**config.mk**
```make
export PLATFORM = sky130hd
export DESIGN_NAME = issue_scoreboard_flat
export DESIGN_NICKNAME = d
export VERILOG_FILES = /design/src/rtl/issue_scoreboard_if.sv /design/src/rtl/issue_scoreboard.sv /design/src/flat_wrapper.sv
export SDC_FILE = /design/constraint.sdc
export NUM_CORES = 1
export LEC_CHECK = 0
export CORE_UTILIZATION = 51
export DETAILED_ROUTE_END_ITERATION = 8
export PLACE_DENSITY = 0.89
export RECOVER_POWER = 50
export SYNTH_ARGS = -nofsm -noshare
export SYNTH_HDL_FRONTEND = slang
export SYNTH_SLANG_ARGS = --single-unit
```
**constraint.sdc**
```tcl
create_clock -name clk -period 10.66 [get_ports clk]
set_input_delay 2.132 -clock clk [delete_from_list [all_inputs] [get_ports clk]]
set_output_delay 2.132 -clock clk [all_outputs]
set_load 0.01 [all_outputs]
```
**src/rtl/issue_scoreboard_if.sv**
```systemverilog
// Decode-to-issue and issue-to-execute handshake bundle for issue_scoreboard.
// The slave modport is the issue stage; master is the decode/execute side driving it.
interface issue_scoreboard_if #(
    parameter int NUM_REGS  = 16,
    parameter int PAYLOAD_W = 128
);
    localparam int AW = $clog2(NUM_REGS);

    logic                 dec_valid;
    logic                 dec_ready;
    logic [AW-1:0]        dec_rs1_addr;
    logic                 dec_rs1_used;
    logic [AW-1:0]        dec_rs2_addr;
    logic                 dec_rs2_used;
    logic [AW-1:0]        dec_rd_addr;
    logic                 dec_rd_we;
    logic [AW-1:0]        dec_rd2_addr;
    logic                 dec_rd2_we;
    logic                 dec_is_branch;
    logic                 dec_is_halt;
    logic [PAYLOAD_W-1:0] dec_payload;
    logic                 iss_valid;
    logic                 iss_ready;
    logic [PAYLOAD_W-1:0] iss_payload;

    modport master (
        output dec_valid, dec_rs1_addr, dec_rs1_used, dec_rs2_addr, dec_rs2_used,
               dec_rd_addr, dec_rd_we, dec_rd2_addr, dec_rd2_we, dec_is_branch,
               dec_is_halt, dec_payload, iss_ready,
        input  dec_ready, iss_valid, iss_payload
    );

    modport slave (
        input  dec_valid, dec_rs1_addr, dec_rs1_used, dec_rs2_addr, dec_rs2_used,
               dec_rd_addr, dec_rd_we, dec_rd2_addr, dec_rd2_we, dec_is_branch,
               dec_is_halt, dec_payload, iss_ready,
        output dec_ready, iss_valid, iss_payload
    );
endinterface

```
**src/rtl/issue_scoreboard.sv**
```systemverilog
// Issue stage: per-register pending-write scoreboard, branch/halt serialisation, one-entry output reg.
// Optional macro SB_WB_BYPASS_EN lets same-cycle writebacks clear hazards before the counters update.
module issue_scoreboard #(
    parameter int NUM_REGS  = 16,
    parameter int CNT_W     = 2,
    parameter int PAYLOAD_W = 128
) (
    input  logic                        clk,
    input  logic                        rst,
    input  logic                        flush,
    issue_scoreboard_if.slave           bus,
    input  logic                        wb_rd_we,
    input  logic [$clog2(NUM_REGS)-1:0] wb_rd_addr,
    input  logic                        wb_rd2_we,
    input  logic [$clog2(NUM_REGS)-1:0] wb_rd2_addr,
    input  logic                        branch_resolved,
    output logic                        halted,
    output logic                        err_underflow,
    output logic [15:0]                 stall_cnt
);
    localparam int AW = $clog2(NUM_REGS);
    localparam logic [CNT_W-1:0] CNT_MAX    = '1;
    localparam logic [CNT_W-1:0] CNT_MAX_M1 = CNT_MAX - 1'b1;

    typedef logic [CNT_W+1:0] wide_t;
    typedef enum logic [1:0] {S_RUN, S_BR_WAIT, S_HALTED} state_t;

    state_t               state_reg, state_next;
    logic [CNT_W-1:0]     cnt_reg  [NUM_REGS];
    logic [CNT_W-1:0]     cnt_next [NUM_REGS];
    logic [CNT_W-1:0]     eff_cnt  [NUM_REGS];
    logic [NUM_REGS-1:0]  under;
    logic                 iss_valid_reg;
    logic [PAYLOAD_W-1:0] iss_payload_reg;
    logic                 err_underflow_reg;
    logic [15:0]          stall_cnt_reg;
    logic                 hazard;
    logic                 issue_ok;
    logic                 accept;

    // Per-register net update: accepted writes add, writeback ports subtract, all in one sum.
    generate
        for (genvar gi = 0; gi < NUM_REGS; gi++) begin : g_cnt
            wide_t inc_w, dec_w, sum_w, cur_w;
            assign cur_w = wide_t'(cnt_reg[gi]);
            assign inc_w = wide_t'(accept & bus.dec_rd_we  & (bus.dec_rd_addr  == AW'(gi)))
                         + wide_t'(accept & bus.dec_rd2_we & (bus.dec_rd2_addr == AW'(gi)));
            assign dec_w = wide_t'(wb_rd_we  & (wb_rd_addr  == AW'(gi)))
                         + wide_t'(wb_rd2_we & (wb_rd2_addr == AW'(gi)));
            assign sum_w = cur_w + inc_w;
            assign under[gi]    = (sum_w < dec_w);
            assign cnt_next[gi] = under[gi] ? '0 : CNT_W'(sum_w - dec_w);
`ifdef SB_WB_BYPASS_EN
            assign eff_cnt[gi] = (cur_w < dec_w) ? '0 : CNT_W'(cur_w - dec_w);
`else
            assign eff_cnt[gi] = cnt_reg[gi];
`endif
        end
    endgenerate

    always_comb begin
        hazard = (bus.dec_rs1_used && eff_cnt[bus.dec_rs1_addr] != '0)
              || (bus.dec_rs2_used && eff_cnt[bus.dec_rs2_addr] != '0)
              || (bus.dec_rd_we    && eff_cnt[bus.dec_rd_addr]  == CNT_MAX)
              || (bus.dec_rd2_we   && eff_cnt[bus.dec_rd2_addr] == CNT_MAX)
              || (bus.dec_rd_we && bus.dec_rd2_we && bus.dec_rd_addr == bus.dec_rd2_addr
                  && eff_cnt[bus.dec_rd_addr] >= CNT_MAX_M1);
        issue_ok = (state_reg == S_RUN) && !flush && !hazard && (!iss_valid_reg || bus.iss_ready);
        accept   = bus.dec_valid && issue_ok;
    end

    always_comb begin
        state_next = state_reg;
        case (state_reg)
            S_RUN: begin
                if (accept && bus.dec_is_halt)        state_next = S_HALTED;
                else if (accept && bus.dec_is_branch) state_next = S_BR_WAIT;
            end
            S_BR_WAIT: if (branch_resolved || flush) state_next = S_RUN;
            S_HALTED:  state_next = S_HALTED;
            default:   state_next = S_RUN;
        endcase
    end

    always_ff @(posedge clk or posedge rst) begin
        if (rst) begin
            state_reg         <= S_RUN;
            iss_valid_reg     <= 1'b0;
            iss_payload_reg   <= '0;
            err_underflow_reg <= 1'b0;
            stall_cnt_reg     <= '0;
            for (int i = 0; i < NUM_REGS; i++) cnt_reg[i] <= '0;
        end else begin
            state_reg <= state_next;
            cnt_reg   <= cnt_next;
            if (|under) err_underflow_reg <= 1'b1;
            if (bus.dec_valid && !issue_ok && stall_cnt_reg != 16'hFFFF)
                stall_cnt_reg <= stall_cnt_reg + 16'd1;
            // accept is impossible under flush, so flush naturally wins
            if (flush) begin
                iss_valid_reg <= 1'b0;
            end else if (accept) begin
                iss_valid_reg   <= 1'b1;
                iss_payload_reg <= bus.dec_payload;
            end else if (iss_valid_reg && bus.iss_ready) begin
                iss_valid_reg <= 1'b0;
            end
        end
    end

    assign bus.dec_ready   = issue_ok;
    assign bus.iss_valid   = iss_valid_reg;
    assign bus.iss_payload = iss_payload_reg;
    assign halted          = (state_reg == S_HALTED);
    assign err_underflow   = err_underflow_reg;
    assign stall_cnt       = stall_cnt_reg;
endmodule
```
**src/flat_wrapper.sv**
```systemverilog
// flat-port wrapper written by rule: the top's interface ports become plain ports
module issue_scoreboard_flat 
#(
    parameter int NUM_REGS  = 16,
    parameter int CNT_W     = 2,
    parameter int PAYLOAD_W = 128
)
  (clk, rst, flush, wb_rd_we, wb_rd_addr, wb_rd2_we, wb_rd2_addr, branch_resolved, halted, err_underflow, stall_cnt, bus_dec_valid, bus_dec_rs1_addr, bus_dec_rs1_used, bus_dec_rs2_addr, bus_dec_rs2_used, bus_dec_rd_addr, bus_dec_rd_we, bus_dec_rd2_addr, bus_dec_rd2_we, bus_dec_is_branch, bus_dec_is_halt, bus_dec_payload, bus_iss_ready, bus_dec_ready, bus_iss_valid, bus_iss_payload);
  issue_scoreboard_if #(.NUM_REGS(NUM_REGS), .PAYLOAD_W(PAYLOAD_W)) bus_i ();
  input  logic clk;
  input  logic rst;
  input  logic flush;
  input  logic wb_rd_we;
  input  logic [$clog2(NUM_REGS)-1:0] wb_rd_addr;
  input  logic wb_rd2_we;
  input  logic [$clog2(NUM_REGS)-1:0] wb_rd2_addr;
  input  logic branch_resolved;
  output logic halted;
  output logic err_underflow;
  output logic [15:0] stall_cnt;
  input wire logic [$bits(bus_i.dec_valid)-1:0] bus_dec_valid;
  input wire logic [$bits(bus_i.dec_rs1_addr)-1:0] bus_dec_rs1_addr;
  input wire logic [$bits(bus_i.dec_rs1_used)-1:0] bus_dec_rs1_used;
  input wire logic [$bits(bus_i.dec_rs2_addr)-1:0] bus_dec_rs2_addr;
  input wire logic [$bits(bus_i.dec_rs2_used)-1:0] bus_dec_rs2_used;
  input wire logic [$bits(bus_i.dec_rd_addr)-1:0] bus_dec_rd_addr;
  input wire logic [$bits(bus_i.dec_rd_we)-1:0] bus_dec_rd_we;
  input wire logic [$bits(bus_i.dec_rd2_addr)-1:0] bus_dec_rd2_addr;
  input wire logic [$bits(bus_i.dec_rd2_we)-1:0] bus_dec_rd2_we;
  input wire logic [$bits(bus_i.dec_is_branch)-1:0] bus_dec_is_branch;
  input wire logic [$bits(bus_i.dec_is_halt)-1:0] bus_dec_is_halt;
  input wire logic [$bits(bus_i.dec_payload)-1:0] bus_dec_payload;
  input wire logic [$bits(bus_i.iss_ready)-1:0] bus_iss_ready;
  output wire logic [$bits(bus_i.dec_ready)-1:0] bus_dec_ready;
  output wire logic [$bits(bus_i.iss_valid)-1:0] bus_iss_valid;
  output wire logic [$bits(bus_i.iss_payload)-1:0] bus_iss_payload;
  assign bus_i.dec_valid = bus_dec_valid;
  assign bus_i.dec_rs1_addr = bus_dec_rs1_addr;
  assign bus_i.dec_rs1_used = bus_dec_rs1_used;
  assign bus_i.dec_rs2_addr = bus_dec_rs2_addr;
  assign bus_i.dec_rs2_used = bus_dec_rs2_used;
  assign bus_i.dec_rd_addr = bus_dec_rd_addr;
  assign bus_i.dec_rd_we = bus_dec_rd_we;
  assign bus_i.dec_rd2_addr = bus_dec_rd2_addr;
  assign bus_i.dec_rd2_we = bus_dec_rd2_we;
  assign bus_i.dec_is_branch = bus_dec_is_branch;
  assign bus_i.dec_is_halt = bus_dec_is_halt;
  assign bus_i.dec_payload = bus_dec_payload;
  assign bus_i.iss_ready = bus_iss_ready;
  assign bus_dec_ready = bus_i.dec_ready;
  assign bus_iss_valid = bus_i.iss_valid;
  assign bus_iss_payload = bus_i.iss_payload;
  issue_scoreboard #(.NUM_REGS(NUM_REGS), .CNT_W(CNT_W), .PAYLOAD_W(PAYLOAD_W)) u_core (.clk(clk), .rst(rst), .flush(flush), .bus(bus_i), .wb_rd_we(wb_rd_we), .wb_rd_addr(wb_rd_addr), .wb_rd2_we(wb_rd2_we), .wb_rd2_addr(wb_rd2_addr), .branch_resolved(branch_resolved), .halted(halted), .err_underflow(err_underflow), .stall_cnt(stall_cnt));
endmodule
```
==> qor.yml <==
clock_network:
  clk-insertion-delay-late_ps: 440
  cts.clk_slew.worst_paths_ps: 60
  clock-root-buffer: "clkbuf_16"
  cts_sinks: 180
  htree_levels: 4
  cts_tree: "built"
  cts_buffers: 17
  post_cts_resized: 0
  cts_hold_buf: 0
  cts.path.max_buffers: 2
  cts_setup_buffers: 0
synth:
  synth_edf_count: 0
  synth_seq_cells: 180
  syn_avg_cell_area_um2: 13.0
  syn_inst: 760
  netlist.area_leader.share: 0.456
  synth_area_um2: 9870
  synth_warnings: 0
  synthTopCellsByArea: "dfrtp_1, mux2_2, mux2_4"
  ys_types: 56
  ys_seq_area_frac: 0.456
  syn-num-nets: 1007
  synth_ff_type: "dfrtp_1"
  synth_top_area_cell: "dfrtp_1"
  async_reset_ff_frac: 1.00
layout:
  regArea_um2: 4500
  syn2layout_area_growth_pct: 38.6
  fill_cells: 1245
  drive_above_1_share: 0.184
  final_nets: 1307
  multi_input_area_um2: 4990
  largest_reg_flops: 128
power_and_ir_drop:
  power_mw: 3.28
  p_leak_nw: 6.27
  pwr_density_cell_nw_per_um2: 240
  ir_drop_v: 0.000139
setup_path:
  worstPathArrival_ps: 5590
  path_class: "input port to output pin"
  startpoint_type: "input port"
  cp_max_fo: 21
  end_kind: "output pin"
  critPathRequiredTime_ps: 8530
drt:
  dr.first_iter.drc_count: 470
  drt-vias-per-instance: 5.62
  dr.pass1.iters: 5
  drt-total-wl_um: 29500
  vias: 7501
  drc_errors: 0
  ant_nets: 0
  drt-wirelength-per-cell_um: 22.1
timing:
  drv_slew: 183
  maxSlewHeadroom: -2.09
  setup_tns_ps: 0
  period_minus_slack_ps: 7720
  rsz0062_at_grt: "no"
  finClkSkew_ps: 13.5
  clock.fmax_mhz: 129
  setup_viol: 0
  hold_viol_final: 0
  hold_slack_ps: 489
  worstMarginPinSlew_ps: 4610
  fin_crit_sh: 0.725
global_routing:
  antenna_found_initial: 1
  grt_usage: 0.304
  grt_start_max_net_pins: 105
  grt_pass1_vias: 7811
  grt_pass1_wl_um: 44900
  gr-total-overflow: 0
die:
  num_rows: 50
  die_h_um: 141
  start_util: 0.524
  die_w_um: 141
  core_area_um2: 18800
  io-pin-count: 314
  dieArea_um2: 19900
job:
  maxCapViolations: 2
place:
  hpwl_um: 21800
  port-buffer-count: 313
  gp_congestion: 0.898
status:
  failed_checks: "capacitance limit, slew limit"
  outcome: "complete, but fails checks"
worst_hold_path:
  min_path_type: "flip-flop to flip-flop"
==> area by class of cell <==
type                            instances  area share
Multi-Input combinational cell        506       0.365
Sequential cell                       180       0.329
Timing Repair Buffer                  315       0.230
Clock buffer                           19      0.0324
Tap cell                              260      0.0238
Inverter                               40      0.0111
Clock inverter                         13     0.00887
Antenna cell                            1    0.000183
==> power breakdown <==
part | internal, mW | switching (mW) | total [mW] | leakage (nW)
combinational | 0.828 | 0.593 | 1.42 | 3.80
clock | 0.313 | 0.289 | 0.603 | 0.275
sequential | 1.00 | 0.253 | 1.25 | 2.19
total | 2.14 | 1.14 | 3.28 | 6.27
==> synthesized netlist by cell type (7+ instances only) <==
library cell	n
dfrtp_1	180
mux2_2	85
nor2_1	79
ha_1	49
mux2_4	46
inv_1	40
fa_1	32
nor2b_1	25
nor4_1	23
mux4_2	20
nor3_1	18
nand3_1	16
xnor2_1	16
nand2_1	13
buf_2	11
buf_6	11
clkbuf_1	10
and3_1	9
nand2b_1	9
nand4_1	7
==> metrics by stage <==
stage               cells   util  cell area [µm²]  setup WS (ps)
floorplan             760      -             9870           3640
global route         1333  0.727            13700           2570
CTS                  1333  0.727            13700           3030
global placement     1301  0.697            13100           2730
finish               1334  0.727            13700           2940
detailed placement   1301  0.697            13100           2660
==> cell usage in the layout (no fill, tap or decap), types with 25 or more instances in the layout <==
| cell type | Yosys | final |
|---|---|---|
| mux2_4 | 46 | 46 |
| clkdlybuf4s50_1 | 0 | 165 |
| fa_1 | 32 | 32 |
| inv_1 | 40 | 39 |
| dfrtp_1 | 180 | 180 |
| dlygate4sd3_1 | 0 | 148 |
| mux2_2 | 85 | 85 |
| ha_1 | 49 | 49 |
| nor2_1 | 79 | 79 |
| nor2b_1 | 25 | 25 |
==> critical path: stages <==
cell and delay (ps):
clkdlybuf4s50_1 1210, mux4_2 600, nor2b_1 140, a211oi_1 350, a211o_2 180, nand4_4 240, inv_1 160, clkdlybuf4s50_1 570
==> final timing paths <==
path,slack [ps],cells past startpoint,end,from
hold reg to reg,490,1,u_core.stall_cnt[7]$_DFFE_PP0P_,u_core.stall_cnt[7]$_DFFE_PP0P_
setup reg to reg,5110,15,u_core.err_underflow$_DFFE_PP0P_,u_core.cnt_reg[16]$_DFF_PP0_
hold / removal,490,1,u_core.stall_cnt[7]$_DFFE_PP0P_,u_core.stall_cnt[7]$_DFFE_PP0P_
min in group asynchronous,3560,2,u_core.bus.iss_payload[36]$_DFFE_PP0P_,rst
setup / recovery,2940,8,bus_dec_ready,bus_dec_rd2_addr[1]
max in group asynchronous,3690,3,u_core.stall_cnt[10]$_DFFE_PP0P_,rst
==> layer usage <==
layer	share of wire	up-vias	GRT usage	wire, µm
met5	0.00044	-	0	13
met4	0.040	2	0.151	1190
met3	0.097	96	0.0941	2850
met2	0.51	423	0.518	15000
met1	0.35	3692	0.345	10500
li1	-	3288	-	-
==> cell families (layout without fill, tap and decap cells) <==
logic type               after synthesis  count (layout)  share of synthesized area
multiplexers                         157             157                      0.219
other                                  0               1                          0
AO/OA/AOI/OAI                         22              22                     0.0176
AND/OR/NAND/NOR                      227             227                      0.125
flip-flops                           180             180                      0.456
buffers and inverters                 74             387                     0.0383
XOR/XNOR                              19              19                     0.0169
adder cells (fa/ha/maj)               81              81                      0.127
No activity file was read; power rests on OpenSTA's default activity.
